===== src/rtl/uart_sram_tx_interface_pkg.sv =====
// rtl/uart_sram_tx_interface_pkg.sv - shared types and constants for the SRAM-to-UART dump engine
package uart_sram_tx_interface_pkg;

  localparam int UART_CLKS_PER_BIT = 434;
  localparam int SRAM_ADDR_W       = 18;
  localparam int SRAM_DATA_W       = 16;

  typedef enum logic [3:0] {
    S_TX_IDLE,
    S_TX_REQ,
    S_TX_WAIT_DATA,
    S_TX_SEND_HI,
    S_TX_WAIT_HI,
    S_TX_SEND_LO,
    S_TX_WAIT_LO,
    S_TX_NEXT,
    S_TX_DONE
  } tx_state_type;

  // Words go out high byte first.
  function automatic logic [7:0] word_byte(input logic [SRAM_DATA_W-1:0] word, input logic high);
    return high ? word[15:8] : word[7:0];
  endfunction

endpackage


===== src/rtl/uart_sram_tx_interface_if.sv =====
// rtl/uart_sram_tx_interface_if.sv - SRAM controller read port used by the dump engine
interface uart_sram_tx_interface_if;
  import uart_sram_tx_interface_pkg::*;

  logic [SRAM_ADDR_W-1:0] SRAM_address;
  logic [SRAM_DATA_W-1:0] SRAM_read_data;
  logic                   SRAM_we_n;

  modport master (
    output SRAM_address,
    output SRAM_we_n,
    input  SRAM_read_data
  );

  modport slave (
    input  SRAM_address,
    input  SRAM_we_n,
    output SRAM_read_data
  );

endinterface


===== src/rtl/uart_sram_tx_interface_uart_tx_byte.sv =====
// rtl/uart_sram_tx_interface_uart_tx_byte.sv - 8N1 byte serializer with load/busy handshake
module uart_tx_byte
  import uart_sram_tx_interface_pkg::*;
#(
  parameter int CLKS_PER_BIT = UART_CLKS_PER_BIT
) (
  input  logic       clock,
  input  logic       resetn,
  input  logic       tx_load,
  input  logic [7:0] tx_data,
  output logic       tx_busy,
  output logic       tx_line
);

  localparam int BAUD_W = (CLKS_PER_BIT > 1) ? $clog2(CLKS_PER_BIT) : 1;
  localparam logic [BAUD_W-1:0] BAUD_LAST = BAUD_W'(CLKS_PER_BIT - 1);

  logic [BAUD_W-1:0] baud_cnt;
  logic [3:0]        bit_cnt;
  logic [7:0]        shift_reg;

  // bit_cnt is the frame position on the line: 0 start, 1..8 data, 9 stop.
  always_ff @(posedge clock or negedge resetn) begin
    if (!resetn) begin
      tx_busy   <= 1'b0;
      tx_line   <= 1'b1;
      baud_cnt  <= '0;
      bit_cnt   <= '0;
      shift_reg <= '0;
    end else if (!tx_busy) begin
      if (tx_load) begin
        tx_busy   <= 1'b1;
        tx_line   <= 1'b0;
        baud_cnt  <= '0;
        bit_cnt   <= '0;
        shift_reg <= tx_data;
      end
    end else if (baud_cnt == BAUD_LAST) begin
      baud_cnt <= '0;
      if (bit_cnt == 4'd9) begin
        tx_busy <= 1'b0;
        tx_line <= 1'b1;
      end else begin
        bit_cnt <= bit_cnt + 4'd1;
        if (bit_cnt == 4'd8) begin
          tx_line <= 1'b1;
        end else begin
          tx_line   <= shift_reg[0];
          shift_reg <= {1'b0, shift_reg[7:1]};
        end
      end
    end else begin
      baud_cnt <= baud_cnt + 1'b1;
    end
  end

endmodule


===== src/rtl/uart_sram_tx_interface.sv =====
// rtl/uart_sram_tx_interface.sv - reads an SRAM word range and dumps it over UART, high byte first
module uart_sram_tx_interface
  import uart_sram_tx_interface_pkg::*;
#(
  parameter int CLKS_PER_BIT      = UART_CLKS_PER_BIT,
  parameter int SRAM_READ_LATENCY = 2
) (
  input  logic                      CLOCK_50_I,
  input  logic                      resetn,
  input  logic                      Start,
  input  logic                      Stop,
  input  logic [SRAM_ADDR_W-1:0]    Start_address,
  input  logic [SRAM_ADDR_W-1:0]    End_address,
  uart_sram_tx_interface_if.master  sram_bus,
  output logic                      UART_TX_O,
  output logic                      Busy,
  output logic                      Done,
  output logic [SRAM_ADDR_W-1:0]    Word_count
);

  localparam int LAT_W = (SRAM_READ_LATENCY > 0) ? $clog2(SRAM_READ_LATENCY + 1) : 1;
  localparam logic [LAT_W-1:0] LAT_LAST = LAT_W'(SRAM_READ_LATENCY);

  tx_state_type state, state_next;

  logic [SRAM_ADDR_W-1:0] cur_addr;
  logic [SRAM_ADDR_W-1:0] end_addr;
  logic [SRAM_ADDR_W-1:0] sram_addr_q;
  logic [LAT_W-1:0]       lat_cnt;
  logic [SRAM_DATA_W-1:0] data_reg;
  logic                   stop_seen;
  logic                   tx_load;
  logic                   tx_busy;
  logic [7:0]             tx_data;

  assign sram_bus.SRAM_address = sram_addr_q;
  assign sram_bus.SRAM_we_n    = 1'b1;
  assign tx_data               = word_byte(data_reg, state == S_TX_SEND_HI);

  always_comb begin
    state_next = state;
    tx_load    = 1'b0;
    case (state)
      S_TX_IDLE:
        if (Start) state_next = (Start_address > End_address) ? S_TX_DONE : S_TX_REQ;
      S_TX_REQ:
        state_next = S_TX_WAIT_DATA;
      S_TX_WAIT_DATA:
        if (lat_cnt == LAT_LAST) state_next = S_TX_SEND_HI;
      S_TX_SEND_HI: begin
        tx_load = 1'b1;
        if (!tx_busy) state_next = S_TX_WAIT_HI;
      end
      // A stop request after the high byte abandons the word uncounted.
      S_TX_WAIT_HI:
        if (!tx_busy) state_next = (stop_seen || Stop) ? S_TX_DONE : S_TX_SEND_LO;
      S_TX_SEND_LO: begin
        tx_load = 1'b1;
        if (!tx_busy) state_next = S_TX_WAIT_LO;
      end
      S_TX_WAIT_LO:
        if (!tx_busy) state_next = S_TX_NEXT;
      S_TX_NEXT:
        state_next = (cur_addr == end_addr || stop_seen || Stop) ? S_TX_DONE : S_TX_REQ;
      S_TX_DONE:
        state_next = S_TX_IDLE;
      default:
        state_next = S_TX_IDLE;
    endcase
  end

  always_ff @(posedge CLOCK_50_I or negedge resetn) begin
    if (!resetn) begin
      state       <= S_TX_IDLE;
      cur_addr    <= '0;
      end_addr    <= '0;
      sram_addr_q <= '0;
      lat_cnt     <= '0;
      data_reg    <= '0;
      stop_seen   <= 1'b0;
      Word_count  <= '0;
      Busy        <= 1'b0;
      Done        <= 1'b0;
    end else begin
      state <= state_next;
      Done  <= 1'b0;
      case (state)
        S_TX_IDLE:
          if (Start) begin
            cur_addr   <= Start_address;
            end_addr   <= End_address;
            Word_count <= '0;
            Busy       <= 1'b1;
            stop_seen  <= 1'b0;
          end
        S_TX_REQ: begin
          sram_addr_q <= cur_addr;
          lat_cnt     <= '0;
        end
        S_TX_WAIT_DATA: begin
          lat_cnt <= lat_cnt + 1'b1;
          if (lat_cnt == LAT_LAST) data_reg <= sram_bus.SRAM_read_data;
        end
        S_TX_WAIT_HI, S_TX_WAIT_LO:
          if (Stop) stop_seen <= 1'b1;
        // The address only advances when another word follows, so 3FFFF never wraps.
        S_TX_NEXT: begin
          Word_count <= Word_count + 1'b1;
          if (state_next == S_TX_REQ) cur_addr <= cur_addr + 1'b1;
        end
        S_TX_DONE: begin
          Done <= 1'b1;
          Busy <= 1'b0;
        end
        default: ;
      endcase
    end
  end

  uart_tx_byte #(
    .CLKS_PER_BIT (CLKS_PER_BIT)
  ) u_tx_byte (
    .clock   (CLOCK_50_I),
    .resetn  (resetn),
    .tx_load (tx_load),
    .tx_data (tx_data),
    .tx_busy (tx_busy),
    .tx_line (UART_TX_O)
  );

endmodule


===== src/flat_wrapper.sv =====
// flat-port wrapper written by rule: the top's interface ports become plain ports
module uart_sram_tx_interface_flat import uart_sram_tx_interface_pkg::*;
#(
  parameter int CLKS_PER_BIT      = UART_CLKS_PER_BIT,
  parameter int SRAM_READ_LATENCY = 2
)
  (CLOCK_50_I, resetn, Start, Stop, Start_address, End_address, UART_TX_O, Busy, Done, Word_count, sram_bus_SRAM_address, sram_bus_SRAM_we_n, sram_bus_SRAM_read_data);
  uart_sram_tx_interface_if sram_bus_i ();
  input  logic CLOCK_50_I;
  input  logic resetn;
  input  logic Start;
  input  logic Stop;
  input  logic [SRAM_ADDR_W-1:0] Start_address;
  input  logic [SRAM_ADDR_W-1:0] End_address;
  output logic UART_TX_O;
  output logic Busy;
  output logic Done;
  output logic [SRAM_ADDR_W-1:0] Word_count;
  output wire logic [$bits(sram_bus_i.SRAM_address)-1:0] sram_bus_SRAM_address;
  output wire logic [$bits(sram_bus_i.SRAM_we_n)-1:0] sram_bus_SRAM_we_n;
  input wire logic [$bits(sram_bus_i.SRAM_read_data)-1:0] sram_bus_SRAM_read_data;
  assign sram_bus_SRAM_address = sram_bus_i.SRAM_address;
  assign sram_bus_SRAM_we_n = sram_bus_i.SRAM_we_n;
  assign sram_bus_i.SRAM_read_data = sram_bus_SRAM_read_data;
  uart_sram_tx_interface #(.CLKS_PER_BIT(CLKS_PER_BIT), .SRAM_READ_LATENCY(SRAM_READ_LATENCY)) u_core (.CLOCK_50_I(CLOCK_50_I), .resetn(resetn), .Start(Start), .Stop(Stop), .Start_address(Start_address), .End_address(End_address), .sram_bus(sram_bus_i), .UART_TX_O(UART_TX_O), .Busy(Busy), .Done(Done), .Word_count(Word_count));
endmodule

===== config.mk =====
export PLATFORM = sky130hd
export DESIGN_NAME = uart_sram_tx_interface_flat
export DESIGN_NICKNAME = d
export VERILOG_FILES = /design/src/rtl/uart_sram_tx_interface_pkg.sv /design/src/rtl/uart_sram_tx_interface_if.sv /design/src/rtl/uart_sram_tx_interface_uart_tx_byte.sv /design/src/rtl/uart_sram_tx_interface.sv /design/src/flat_wrapper.sv
export SDC_FILE = /design/constraint.sdc
export NUM_CORES = 1
export LEC_CHECK = 0
export CAP_MARGIN = 20
export CORE_MARGIN = 2
export CORE_UTILIZATION = 50
export CTS_CLUSTER_SIZE = 24
export DETAILED_ROUTE_END_ITERATION = 7
export GPL_TIMING_DRIVEN = 0
export PLACE_DENSITY_LB_ADDON = 0.12
export SYNTH_ARGS = -nofsm -noshare
export SYNTH_HDL_FRONTEND = slang
export SYNTH_SLANG_ARGS = --single-unit

===== constraint.sdc =====
create_clock -name CLOCK_50_I -period 2.8 [get_ports CLOCK_50_I]
set_input_delay 0.84 -clock CLOCK_50_I [delete_from_list [all_inputs] [get_ports CLOCK_50_I]]
set_output_delay 0.84 -clock CLOCK_50_I [all_outputs]
set_load 0.005 [all_outputs]

==> metrics.cfg, run 1 <==
[status]
status=complete, no violations

[logic_synthesis]
synth_seq_area_share_pct=46.1
synthFlopType=dfrtp_1
synth-edff-count=0
synthTopCellsByArea=dfrtp_1, mux2_2, nand2_1
synth_async_sr_flop_share_pct=100
yosys_warnings=0
netlist_area_um2=6520
yosys.area.top_type=dfrtp_1
ys_seq_elements=120
ys_types=62
netlist.area_leader.share_pct=45.7
netlist_instances=681
syn-num-nets=763
syn_avg_cell_area_um2=9.57

[timing]
setup_violations=0
drv_slew=0
relSlewSlack_pct=38.1
grt_setup_unrepaired=false
min_period_over_period_pct=95.8
fmax_mhz=373
fin_skew_ns=0.00532
min_period_ns=2.68
tightest_slew_ns=0.924
hold_violations=0
setup_tns_ns=0

[pwr]
cellLeakagePower_nw=3.68
vdd_drop_max_mv=0.585
p_int_mw=5.55
switching_share_pct=33.8
p_per_area_nw_per_um2=1000
p_seq_share_pct=36.9
clock_power_share_pct=29.3
p_switching_mw=2.84
power.share.combinational_pct=33.8

[cells_and_area]
fin_area_um2=8400
syn_to_final_growth_pct=28.8
final_util_pct=66.3
final_cell_mix=dfrtp_1, clkdlybuf4s50_1, nand2_1, o21ai_0, nor2_1
drive_gt1_share_pct=12.5
nNetsFinal=879
layout_commonest_cell=dfrtp_1
num_antenna_cells=0

[drt]
route.detailed.drc=0
ant_nets=0
via_per_inst=5.91
vias=5807
first_iter_violations=518
wirelength_um=17200
dr.pass1.iters=5
routedWlPerCell_um=17.5

[critical_path]
required_ns=3.10
r2r_cells=8
worstReg2RegStart=u_core.cur_addr[3]$_DFFE_PN0P_
cp_max_fo=3
reg2reg_to=u_core.cur_addr[1]$_DFFE_PN0P_
ff2ff_setup_slack_ns=0.24
worst_setup_path_end_kind=flop
crit_type=input pin to flop
crit_arrival_ns=2.98
critPathLaunchType=input pin

[clock_tree]
holdBufCountCts=0
numCtsBuffers=17
htreeDepth=4
cts_tree=built
cts-root-buf=clkbuf_16
clk_pin_slew_worst_paths_ns=0.06
cts_max_path_buffers=2
worstSkewPairLatency_ns=0.42
cts.sinks=120

[floorplanning]
die_y_um=118
io_pins=96
dieArea_um2=14000
rows=41
core_um2=12700
die_width_um=118
start_util_pct=51.5

[flow_run]
drv_cap=0

[placement]
hpwl_um=12500
placed_area_um2=7700
gp_congestion=0.938
portBuffers=94

[global_routing]
overflow=0
grt_antenna_before_repair=0
grt_max_degree=82
grt_usage_pct=25.7
grt_pass1_wl_um=28500
first_global_vias=5753

[hold_path]
hp-class=input pin to async pin

## cells by family after synthesis
logic type                 Yosys count  share of synthesized area, %
and+or+nand+nor                    244                          18.2
AOI/OAI and AO/OA                  151                          14.4
DFF                                120                          46.1
buffers and inverters               66                          4.66
muxes                               51                          8.50
adders and majority gates           26                          4.99
xor gates and xnor gates            22                          3.07
other                                1                        0.0575
## power by group through the flow
stage	logic [mW]	registers, mW	clock network, mW
after floorplan	1.80	2.94	0
after global placement	2.70	3.07	0
after detailed placement	2.81	3.11	0
after CTS	2.82	3.10	2.47
after global routing	3.14	3.20	2.56
final	2.84	3.10	2.46
## cell type report
type / instances / area, um^2
clock inverter: 14 / 228
tap: 172 / 215
timing repair buffer: 97 / 985
fill: 1059 / 4280
inverter: 30 / 113
multi-input combinational: 495 / 3230
buffer: 36 / 191
clock buffer: 18 / 429
sequential: 120 / 3000
## worst max-delay path: stages
cell and delay [ns]:
clkdlybuf4s50_1 0.47, ha_1 0.35, nand4_1 0.24, nor4bb_4 0.36
o21ai_1 0.12, o211ai_1 0.13, o21ai_2 0.13, a221o_1 0.33
## how the worst max path moves through the flow
stage / from / to / slack (ns) / depth (start not counted)
4_1_cts: End_address[16] / u_core.state[0]$_DFF_PN0_ / 0.004 / 9
3_3_place_gp: resetn / u_core.data_reg[11]$_DFFE_PN0P_ / -3.71 / 1
6_report: Start_address[13] / u_core.state[0]$_DFF_PN0_ / 0.12 / 8
3_5_place_dp: End_address[8] / u_core.state[0]$_DFF_PN0_ / -0.44 / 9
2_1_floorplan: End_address[8] / u_core.state[0]$_DFF_PN0_ / 0.39 / 8
5_1_grt: End_address[13] / u_core.state[0]$_DFF_PN0_ / 0.004 / 9
## synth_stat cells, types with 3 or more instances
library cell  instances
nand3_1              36
or2_2                 3
o211ai_1             10
nand2b_1              3
clkbuf_1             18
a22o_1                4
a21oi_1              32
nand3b_1              4
nor4_2                3
o221ai_1              4
inv_1                30
xnor2_1               4
a31oi_1               8
nor2b_1               5
buf_4                 4
o32a_1                4
buf_1                 3
a32o_1                3
o311ai_0              4
o21ai_0              62
and3_1               12
nand4_1              13
nor3_1               14
ha_1                 26
mux2_2               35
buf_2                 8
nand2_1              90
nor4_1                4
dfrtp_1             119
xor2_1               17
nor2_1               41
or4_1                 3
o22ai_1               4
mux2i_1              16
## routing by layer
metal / vias up / part of all wire [%] / global-route usage [%]
met5: - / 0 / 0
met4: 0 / 2.2 / 8.58
met3: 32 / 6.9 / 6.42
met2: 231 / 47 / 41.0
met1: 2864 / 44 / 34.1
li1: 2680 / - / -
## repair_timing
action | CTS | global route
setup endpoints to repair | 1 | 1
pin swaps | 0 | 2
buffers inserted | 0 | 1
gates resized for setup | 1 | 4
## metrics by stage
step,hold slack [ns],power [mW],cells,setup slack [ns]
final,0.320,8.39,982,0.118
after global routing,0.346,8.90,982,0.00444
after CTS,0.331,8.39,980,0.00413
after detailed placement,0.475,5.92,948,-0.441
after global placement,0.463,5.78,947,-3.71
after floorplan,0.449,4.75,681,0.388
(Power assumes the default switching activity.)
==> run 2, diff against run 1 <==
Settings changed: SLEW_MARGIN set to 20.
==> run 2 against run 1 <==
Against the previous run:
- sequential power barely moved
- fmax increased by 0.14%
- non-clock buffer count is 1 lower
- largest power group unchanged
==> metrics.cfg, run 2 (same netlist as run 1, synthesis figures left out) <==
[status]
status=complete, no violations

[drt]
wirelength_um=17300  ; +0.17%
routedWlPerCell_um=17.6  ; +0.27%
routed.top_layer=met4
wl_met1_um=7500  ; about the same
route.detailed.drc=0  ; unchanged
route.met2.wl_um=8120  ; -0.43%
dr.pass1.iters=7  ; +2
via_per_inst=5.94  ; +0.45%
wl_met3_um=1230  ; +4.2%
ant_nets=0  ; unchanged
first_iter_violations=484  ; -6.6%
vias=5827  ; +0.34%

[pwr]
cellLeakagePower_nw=3.68  ; -0.12%
clock_power_share_pct=29.2  ; about the same
power.share.combinational_pct=33.9  ; about the same
p_per_area_nw_per_um2=1000  ; about the same
power_mw=8.40  ; about the same
switching_share_pct=33.9  ; +0.075 points
p_int_mw=5.55  ; about the same
p_seq_share_pct=36.9  ; about the same
p_switching_mw=2.85  ; +0.31%
vdd_drop_max_mv=0.585  ; about the same

[clock_tree]
clk_pin_slew_worst_paths_ns=0.06  ; about the same
cts.sinks=120  ; unchanged
worstSkewPairLatency_ns=0.42  ; about the same
htreeDepth=4  ; unchanged
numCtsBuffers=17  ; unchanged
cts_tree=built
cts_max_path_buffers=2  ; unchanged
cts-root-buf=clkbuf_16

[critical_path]
crit_type=input pin to flop
r2r_cells=8  ; unchanged
path_delay_family=compound AO/OA/AOI/OAI gates
required_ns=3.10  ; about the same
worst_setup_path_end_kind=flop
slowest_stage=clkdlybuf4s50_1
cp_max_fo=3  ; unchanged
ff2ff_setup_slack_ns=0.24  ; about the same
worstReg2RegStart=u_core.cur_addr[3]$_DFFE_PN0P_
crit_arrival_ns=2.98  ; about the same
reg2reg_to=u_core.cur_addr[1]$_DFFE_PN0P_
path_buf_inv=1  ; unchanged
critPathLaunchType=input pin
worstPathCellList=clkdlybuf4s50_1 > ha_1 > nand4_1 > nor4bb_4 > o21ai_1 > o211ai_1 > o21ai_2 > a221o_1
critPathMaxStageDelay_ns=0.47  ; about the same

[cells_and_area]
num_antenna_cells=0  ; unchanged
drive_gt1_share_pct=12.4  ; -0.11 points
final_cell_mix=dfrtp_1, clkdlybuf4s50_1, nand2_1, o21ai_0, nor2_1
fin_area_um2=8400  ; about the same
fill_cells=1058  ; -0.094%
layout_commonest_cell=dfrtp_1
nNetsFinal=878  ; -0.11%
syn_to_final_growth_pct=28.8  ; about the same

[timing]
setup_violations=0  ; unchanged
fin_skew_ns=0.00671  ; +0.00139 ns
drv_slew=0  ; unchanged
holdWs_ns=0.322  ; +0.00105 ns
fin_ws_ns=0.122  ; +0.00375 ns
fmax_mhz=373  ; +0.14%
min_period_over_period_pct=95.7  ; -0.13 points
min_period_ns=2.68  ; -0.00375 ns
setup_tns_ns=0  ; unchanged
hold_violations=0  ; unchanged
tightest_slew_ns=0.925  ; +0.00114 ns
grt_setup_unrepaired=false
relSlewSlack_pct=38.0  ; -0.076 points

[floorplanning]
core_um2=12700  ; unchanged
io_pins=96  ; unchanged
rows=41  ; unchanged
die_width_um=118  ; unchanged
die_y_um=118  ; unchanged
dieArea_um2=14000  ; unchanged
start_util_pct=51.5  ; unchanged

[hold_path]
hp-class=input pin to async pin

[global_routing]
first_global_vias=5753  ; unchanged
grt_usage_pct=25.7  ; unchanged
grt_pass1_wl_um=28500  ; unchanged
grt_max_degree=82  ; unchanged
overflow=0  ; unchanged
grt_antenna_before_repair=0  ; unchanged

[flow_run]
drv_cap=0  ; unchanged

[placement]
pre_cts_ws_ns=-0.441  ; unchanged
hpwl_um=12500  ; unchanged
gp_congestion=0.938  ; unchanged
portBuffers=94  ; unchanged
placed_area_um2=7700  ; unchanged

[run 2: cell count changes in the layout (fill, tap and decap cells not counted)]
cell    change
buf_4       -1
nor4_2      -1
nor4_4      +1
[run 2: layout make-up]
type / count / area (um^2) / share of cell area, %
timing repair buffer: 96 / 977 / 11.6
clock buffer: 18 / 429 / 5.11
tap: 172 / 215 / 2.56
clock inverter: 14 / 228 / 2.71
sequential: 120 / 3000 / 35.8
buffer: 36 / 191 / 2.28
inverter: 30 / 113 / 1.34
multi-input combinational: 495 / 3240 / 38.6
[run 2: what timing repair did]
action | in CTS | in global routing
hold buffers | 0 | 0
buffers inserted | 0 | 1
endpoints found under the setup margin | 1 | 1
pin swaps | 0 | 2
endpoints found under the hold margin | 0 | 0
resized for setup | 1 | 4
[run 2: power by group through the flow]
stage | combinational (mW) | clock, mW | sequential, mW
final | 2.84 | 2.45 | 3.10
after global placement | 2.70 | 0 | 3.07
after CTS | 2.82 | 2.47 | 3.10
after floorplan | 1.80 | 0 | 2.94
after detailed placement | 2.81 | 0 | 3.11
after global routing | 3.15 | 2.56 | 3.20
[run 2: per-layer routing]
metal	vias to the layer above	track usage, %
met5	-	0
met2	241	41.0
li1	2685	-
met1	2865	34.1
met3	36	6.42
met4	0	8.58
[run 2: worst reg2reg max path: stages (launching register included)]
cell and delay, ns:
dfrtp_1 0.35, buf_2 0.16, xor2_1 0.18, nor4_1 0.34, nand3_1 0.14, nor4_2 0.46
buf_6 0.22, o21a_4 0.23, mux2_2 0.36
[run 2: worst max path at each step]
stage | depth (start not counted) | start | endpoint | slack (ns)
2_1_floorplan | 8 | End_address[8] | u_core.state[0]$_DFF_PN0_ | 0.39
3_3_place_gp | 1 | resetn | u_core.data_reg[11]$_DFFE_PN0P_ | -3.71
3_5_place_dp | 9 | End_address[8] | u_core.state[0]$_DFF_PN0_ | -0.44
4_1_cts | 9 | End_address[16] | u_core.state[0]$_DFF_PN0_ | 0.004
5_1_grt | 9 | End_address[13] | u_core.state[0]$_DFF_PN0_ | 0.003
6_report | 8 | Start_address[13] | u_core.state[0]$_DFF_PN0_ | 0.12
[run 2: per-stage QoR]
stage | std cells | utilization (%)
after global routing | 981 | 66.3
after detailed placement | 948 | 60.8
after global placement | 947 | 60.6
after floorplan | 681 | -
final | 981 | 66.3
after CTS | 980 | 66.0
==> run 3, diff against run 2 <==
Settings changed: CORE_UTILIZATION 50 to 35, PLACE_DENSITY_LB_ADDON 0.12 to 0.15, SLEW_MARGIN 20 to unset.
==> run 3 against run 2 <==
Against the previous run:
- critical path depth unchanged
- combinational power is essentially flat
- fmax down 0.83%
- count of clock-buffer cells in the layout is 5 higher
- sequential power barely moved
- cell area up 0.72%
- first-iteration DRC count fell by 17%
- largest power group unchanged
==> metrics.cfg, run 3 (same netlist as run 1, synthesis figures left out) <==
[drt]
dr.pass1.iters=5  ; -2
first_iter_violations=403  ; -17%
route.detailed.drc=0  ; unchanged
wirelength_um=18700  ; +8.4%
vias=5720  ; -1.8%
ant_nets=0  ; unchanged
via_per_inst=5.50  ; -7.4%
routedWlPerCell_um=18.0  ; +2.2%

[clock_tree]
clk_pin_slew_worst_paths_ns=0.06  ; about the same
holdBufCountCts=0  ; unchanged
worstSkewPairLatency_ns=0.43  ; about the same
numCtsBuffers=17  ; unchanged
cts_tree=built
htreeDepth=4  ; unchanged
cts.sinks=120  ; unchanged
cts_max_path_buffers=2  ; unchanged
cts-root-buf=clkbuf_16

[critical_path]
crit_arrival_ns=3.00  ; +0.02 ns
worstReg2RegStart=u_core.cur_addr[14]$_DFFE_PN0P_
crit_end=u_core.state[0]$_DFF_PN0_
crit_type=input pin to flop
worst_setup_path_end_kind=flop
required_ns=3.10  ; about the same
ff2ff_setup_slack_ns=0.24  ; about the same
crit_path_start=Start_address[13]
reg2reg_to=u_core.cur_addr[1]$_DFFE_PN0P_
cp_max_fo=3  ; unchanged
r2r_cells=8  ; unchanged
critPathLaunchType=input pin

[cells_and_area]
nNetsFinal=881  ; +0.34%
stdcell_count=1040  ; +6.0%
num_antenna_cells=0  ; unchanged
syn_to_final_growth_pct=29.7
final_cell_mix=dfrtp_1, clkdlybuf4s50_1, nand2_1, o21ai_0, nor2_1
layout_commonest_cell=dfrtp_1
drive_gt1_share_pct=12.7  ; +0.34 points

[status]
status=complete, no violations

[global_routing]
grt_antenna_before_repair=0  ; unchanged
grt_pass1_wl_um=30600  ; +7.4%
overflow=0  ; unchanged
grt_max_degree=65  ; -21%
grt_usage_pct=19.8  ; -5.8 points
first_global_vias=5846  ; +1.6%

[placement]
portBuffers=94  ; unchanged
pre_cts_ws_ns=-0.522  ; -0.0810 ns
gp_congestion=0.930  ; -0.87%
dp_cells=1006  ; +6.1%
hpwl_um=13700  ; +8.9%

[timing]
drv_slew=0  ; unchanged
hold_violations=0  ; unchanged
min_period_ns=2.70  ; +0.0225 ns
fin_skew_ns=0.0130  ; +0.00632 ns
setup_tns_ns=0  ; unchanged
holdWs_ns=0.383  ; +0.0613 ns
tightest_slew_ns=0.928  ; +0.00254 ns
setup_violations=0  ; unchanged
relSlewSlack_pct=37.8  ; -0.17 points
fmax_mhz=370  ; -0.83%
min_period_over_period_pct=96.5  ; +0.80 points
fin_ws_ns=0.0991  ; -0.0225 ns

[floorplanning]
rows=49  ; +20%
die_y_um=140  ; +19%
io_pins=96  ; unchanged
die_width_um=140  ; +19%
dieArea_um2=19700  ; +41%
core_um2=18100  ; +43%
start_util_pct=35.9  ; -16 points

[flow_run]
drv_cap=0  ; unchanged

[pwr]
vdd_drop_max_mv=0.513  ; -12%
power_mw=8.24  ; -2.0%
p_per_area_nw_per_um2=974  ; -2.7%
cellLeakagePower_nw=3.67  ; -0.31%

[hold_path]
hp-class=input pin to async pin

run 3: worst max-delay path, cell delays in order:
cell and delay, ns:
clkdlybuf4s50_1 0.50, ha_4 0.32, nand4_1 0.22, nor4bb_4 0.38, o21ai_1 0.14, o211ai_1 0.15
o21ai_2 0.12, a221o_1 0.33
run 3: how the worst min path moves through the flow:
stage / end / from / cells past startpoint
floorplan: u_core.u_tx_byte.shift_reg[7]$_DFFE_PN0P_ / u_core.u_tx_byte.shift_reg[7]$_DFFE_PN0P_ / 2
global placement: u_core.u_tx_byte.shift_reg[7]$_DFFE_PN0P_ / u_core.u_tx_byte.shift_reg[7]$_DFFE_PN0P_ / 2
detailed placement: u_core.u_tx_byte.shift_reg[7]$_DFFE_PN0P_ / u_core.u_tx_byte.shift_reg[7]$_DFFE_PN0P_ / 2
CTS: u_core.sram_bus.SRAM_address[3]$_DFFE_PN0P_ / resetn / 1
global route: u_core.sram_bus.SRAM_address[3]$_DFFE_PN0P_ / resetn / 1
finish: u_core.sram_bus.SRAM_address[3]$_DFFE_PN0P_ / resetn / 1
run 3: final cells by class:
cell class | count | area (um^2)
clock buffers | 23 | 488
fillers | 1693 | 9690
repair buffers | 99 | 1000
plain buffers | 36 | 191
clock inverters | 8 | 119
well taps | 229 | 287
inverters | 30 | 113
multi-input cells | 495 | 3260
flip-flops and latches | 120 | 3000
run 3: what timing repair did:
action,in CTS,in global routing
setup endpoints to repair,1,1
hold endpoints to repair,0,0
resized for setup,2,5
pin swaps,0,5
buffers inserted,0,3
run 3: stage by stage:
stage	instance area, um^2	util, %
2_1_floorplan	6520	-
3_3_place_gp	7750	42.7
3_5_place_dp	7780	42.9
4_1_cts	8400	46.3
5_1_grt	8460	46.6
6_report	8460	46.6
run 3: power breakdown:
group,leakage [nW],switching [mW],internal (mW)
Sequential,1.50,0.635,2.47
Combinational,1.87,1.44,1.43
Clock,0.303,0.778,1.48
Total,3.67,2.85,5.38
run 3: layer usage:
layer / GRT usage (%) / share of wire, % / up-vias
met5: 0 / 0 / -
met4: 6.74 / 1.9 / 0
met3: 4.07 / 4.9 / 28
met2: 30.7 / 46 / 194
met1: 27.8 / 47 / 2817
li1: - / - / 2681
